`src/rtl/router_fsm.sv`:
```
// router_fsm: packet router control FSM. It decodes the header address and sequences FIFO
// loading, back-pressure and the parity check for one packet at a time.
`default_nettype none

module router_fsm #(
   parameter logic [1:0] INVALID_ADDR = 2'b11
) (
   input  logic       clock,
   input  logic       reset,
   input  logic       pkt_valid,
   input  logic [1:0] data_in,
   input  logic       fifo_full,
   input  logic       fifo_empty_0,
   input  logic       fifo_empty_1,
   input  logic       fifo_empty_2,
   input  logic       soft_reset_0,
   input  logic       soft_reset_1,
   input  logic       soft_reset_2,
   input  logic       parity_done,
   input  logic       low_pkt_valid,
   output logic       detect_add,
   output logic       lfd_state,
   output logic       ld_state,
   output logic       laf_state,
   output logic       full_state,
   output logic       write_enb_reg,
   output logic       rst_int_reg,
   output logic       busy
);

   localparam logic [2:0] DA  = 3'd0;
   localparam logic [2:0] LFD = 3'd1;
   localparam logic [2:0] LD  = 3'd2;
   localparam logic [2:0] WTE = 3'd3;
   localparam logic [2:0] FFS = 3'd4;
   localparam logic [2:0] LAF = 3'd5;
   localparam logic [2:0] LP  = 3'd6;
   localparam logic [2:0] CPE = 3'd7;

   logic [2:0] state, next_state;
   logic [1:0] addr;
   logic       live_empty, sel_empty, sel_soft_reset;

   // Header decisions use the live address; everything afterwards uses the latched one.
   always_comb begin
      live_empty = 1'b0;
      case (data_in)
         2'd0:    live_empty = fifo_empty_0;
         2'd1:    live_empty = fifo_empty_1;
         2'd2:    live_empty = fifo_empty_2;
         default: live_empty = 1'b0;
      endcase
   end

   always_comb begin
      sel_empty      = 1'b0;
      sel_soft_reset = 1'b0;
      case (addr)
         2'd0: begin sel_empty = fifo_empty_0; sel_soft_reset = soft_reset_0; end
         2'd1: begin sel_empty = fifo_empty_1; sel_soft_reset = soft_reset_1; end
         2'd2: begin sel_empty = fifo_empty_2; sel_soft_reset = soft_reset_2; end
         default: begin sel_empty = 1'b0; sel_soft_reset = 1'b0; end
      endcase
   end

   always_ff @(posedge clock or posedge reset) begin
      if (reset) begin
         state <= DA;
         addr  <= 2'b00;
      end else begin
         state <= next_state;
         if (state == DA && pkt_valid && data_in != INVALID_ADDR)
            addr <= data_in;
      end
   end

   always_comb begin
      next_state = state;
      case (state)
         DA:  if (pkt_valid && data_in != INVALID_ADDR)
                 next_state = live_empty ? LFD : WTE;
         LFD: next_state = LD;
         LD:  if (fifo_full)       next_state = FFS;
              else if (!pkt_valid) next_state = LP;
         FFS: if (!fifo_full)      next_state = LAF;
         LAF: if (parity_done)        next_state = DA;
              else if (low_pkt_valid) next_state = LP;
              else                    next_state = LD;
         LP:  next_state = CPE;
         CPE: next_state = fifo_full ? FFS : DA;
         WTE: if (sel_empty)       next_state = LFD;
         default: next_state = DA;
      endcase
      // A timeout on the selected port abandons the packet from any active state.
      if (state != DA && sel_soft_reset)
         next_state = DA;
   end

   always_comb begin
      detect_add    = 1'b0;
      lfd_state     = 1'b0;
      ld_state      = 1'b0;
      laf_state     = 1'b0;
      full_state    = 1'b0;
      write_enb_reg = 1'b0;
      rst_int_reg   = 1'b0;
      busy          = 1'b0;
      case (state)
         DA:  detect_add = 1'b1;
         LFD: begin lfd_state = 1'b1; busy = 1'b1; end
         LD:  begin ld_state = 1'b1; write_enb_reg = 1'b1; end
         WTE: busy = 1'b1;
         FFS: begin full_state = 1'b1; busy = 1'b1; end
         LAF: begin laf_state = 1'b1; write_enb_reg = 1'b1; busy = 1'b1; end
         LP:  begin write_enb_reg = 1'b1; busy = 1'b1; end
         CPE: begin rst_int_reg = 1'b1; busy = 1'b1; end
         default: detect_add = 1'b0;
      endcase
   end

endmodule

`default_nettype wire

```
`config.mk`:
```
export PLATFORM = sky130hd
export DESIGN_NAME = router_fsm
export DESIGN_NICKNAME = d
export VERILOG_FILES = /design/src/rtl/router_fsm.sv
export SDC_FILE = /design/constraint.sdc
export NUM_CORES = 1
export LEC_CHECK = 0
export ABC_CLOCK_PERIOD_IN_PS = 1600
export BUFFER_PORTS_ARGS = -buffer_cell sky130_fd_sc_hd__buf_4
export CAP_MARGIN = 10
export CORE_MARGIN = 2
export CORE_UTILIZATION = 30
export DETAILED_ROUTE_END_ITERATION = 12
export PLACE_DENSITY = 0.57
export SYNTH_ARGS = -nofsm -noshare
export SYNTH_HDL_FRONTEND = slang
export SYNTH_SLANG_ARGS = --single-unit
```
`constraint.sdc`:
```
create_clock -name clock -period 1.6 [get_ports clock]
set_input_delay 0.08 -clock clock [delete_from_list [all_inputs] [get_ports clock]]
set_output_delay 0.08 -clock clock [all_outputs]
set_load 0.1 [all_outputs]
```
==> impl_metrics.tcl <==
set metrics [dict create \
    status "finished, final reports clean" \
    path_clk_slew_ns 0.04 \
    grt_pass1_wl_mm 2.27 \
    fin_area_um2 826 \
    cts_sinks 5 \
    ys_top_cells_by_area "dfrtp_1, mux2i_1, nor3_1" \
    die_area_um2 1870 \
    ys_types 25 \
    firstDrtPassIters 3 \
    reg2reg_setup_slack_ns 0.12 \
    wl_met2_um 674 \
    drt-wirelength-per-cell_um 12.2 \
    io_buffers 21 \
    cp-start-kind "flip-flop" \
    ys_seq_area_share_pct 27.0 \
    grt_overflow 0 \
    skew_ns 0.000945 \
    highest_layer "met3" \
    grt_max_degree 10 \
    synth.largest_area_cell "dfrtp_1" \
    min_from "data_in[0]" \
    r2r_cells 5 \
    die_x_um 43.3 \
    clockBufferDepth 2 \
    core-area_um2 1470 \
    maxCapViolations 0 \
    crit_start "state[1]$_DFFE_PP0P_" \
    min_period_over_period_pct 95.0 \
    post-route-util_pct 56.1 \
    synth.cell_area_um2 463 \
    synth_nets 73 \
    cts-root-buf "clkbuf_4" \
    setup_violations 0 \
    r2r_end "state[1]$_DFFE_PP0P_" \
    synth_seq_cells 5 \
    cp-end-kind "primary output" \
    pre_cts_slack_ns 0.102 \
    grt_pass1_vias 529 \
    wl_met1_um 582 \
    syn_avg_cell_area_um2 7.85 \
    synth_ff_type "dfrtp_1" \
    synthCells 59 \
    htree_levels 1 \
    worstHoldPathType "input pin to flip-flop" \
    area.growth.synth_to_final_pct 78.4 \
    synth_enable_flop_cells 0 \
    critPathKind "flip-flop to primary output" \
    fmax_mhz 658 \
    final_net_count 105 \
    required_ns 1.52 \
    yosysWarnings 0 \
    r2r-start "state[2]$_DFFE_PP0P_" \
    worstMarginPinSlew_ns 0.376 \
    cts_buffers 3 \
    yosysTopAreaCellShare_pct 27.0 \
    ant_nets 0 \
    cts_tree "yes" \
    rows 14 \
    die_h_um 43.3 \
    drc 0 \
    fin_crit_ns 1.52 \
    ioPinCount 22 \
    final_hold_viol_count 0 \
    diodes 0 \
    antenna_found_initial 0 \
    place_area_um2 743 \
    drive_gt1_share_pct 52.2 \
    initial_utilization_pct 31.5 \
    wirelength_mm 1.30 \
    grt_usage_pct 16.2 \
    synth_common_cells "nor3_1, dfrtp_1, nor2_1, o21ai_0" \
    yosysMostFrequentCell "nor3_1" \
    setup_slack_ns 0.0794 \
    max_slew_margin_pct 74.7 \
    ys_async_sr_fraction_pct 100 \
    routed_via_density 5.25 \
    critPathCapture "laf_state" \
    route.met3.wl_um 39 \
    dp_hpwl_um 985 \
    gp_congestion 0.782 \
    drt_iter0_drc 3 \
    clk_latency_ns 0.23 \
    num_vias 557 \
    arrival_ns 1.44 \
    slew_violations 0 \
    crit_fanout 9 \
]
[metrics by stage]
step | instances | TNS (ns) | hold slack [ns]
global placement | 97 | 0 | 0.0000656
floorplan | 59 | -1.38 | -0.141
CTS | 104 | 0 | 0.110
global route | 106 | -0.0118 | 0.101
detailed placement | 97 | 0 | -0.00718
finish | 106 | 0 | 0.116
[worst min-delay path by stage]
stage                      endpoint  slack, ns  depth (start not counted)
6_report        addr[0]$_DFFE_PP0P_       0.12                          2
5_1_grt         addr[1]$_DFFE_PP0P_       0.10                          2
4_1_cts         addr[0]$_DFFE_PP0P_       0.11                          2
3_5_place_dp   state[1]$_DFFE_PP0P_     -0.007                          2
3_3_place_gp    addr[0]$_DFFE_PP0P_    0.00007                          2
2_1_floorplan   addr[0]$_DFFE_PP0P_      -0.14                          1
[routing by layer]
metal | GRT usage (%) | up-vias
met3 | 3.83 | 0
met1 | 20.6 | 264
li1 | - | 283
met2 | 25.7 | 10
met4 | 7.27 | 0
met5 | 0 | -
[timing repair]
item / CTS / global route
hold buffers: 1 / 0
setup endpoints to repair: 3 / 3
gates resized for setup: 2 / 3
hold endpoints to repair: 5 / 0
setup buffers: 2 / 2
[cell type report]
type / count / area [um2]
clock buffer: 4 / 26.3
fill: 154 / 646
inverter: 4 / 22.5
multi-input combinational: 47 / 394
sequential: 5 / 128
tap: 16 / 20.0
timing repair buffer: 30 / 235
[critical path, cell delays in order, from the launching register on]
cell and delay, ns:
dfrtp_2 0.46, buf_4 0.21, nor3_4 0.21, buf_4 0.32
[cells in the final DEF (no fill, tap or decap), drive strengths merged, types with 3 or more instances in the layout]
master and count:
o21ai 5, buf 29, mux2i 3, nor2 5, nor3 6, nand3b 4
nand2 4, dfrtp 5, clkbuf 4
[cells by family after synthesis]
family | synth area share, %
DFF | 27.0
and+or+nand+nor | 28.1
AOI/OAI and AO/OA | 30.0
xor gates and xnor gates | 1.89
muxes | 6.49
buffers and inverters | 6.48
[flip-flops by register name (all words and copies together), names as in the netlist]
| register | count |
|---|---|
| addr | 2 |
| state | 3 |
Power is left out: the tool's default activity adds up to more than one toggle a clock period on the data nets, which glitch-free logic cannot reach.
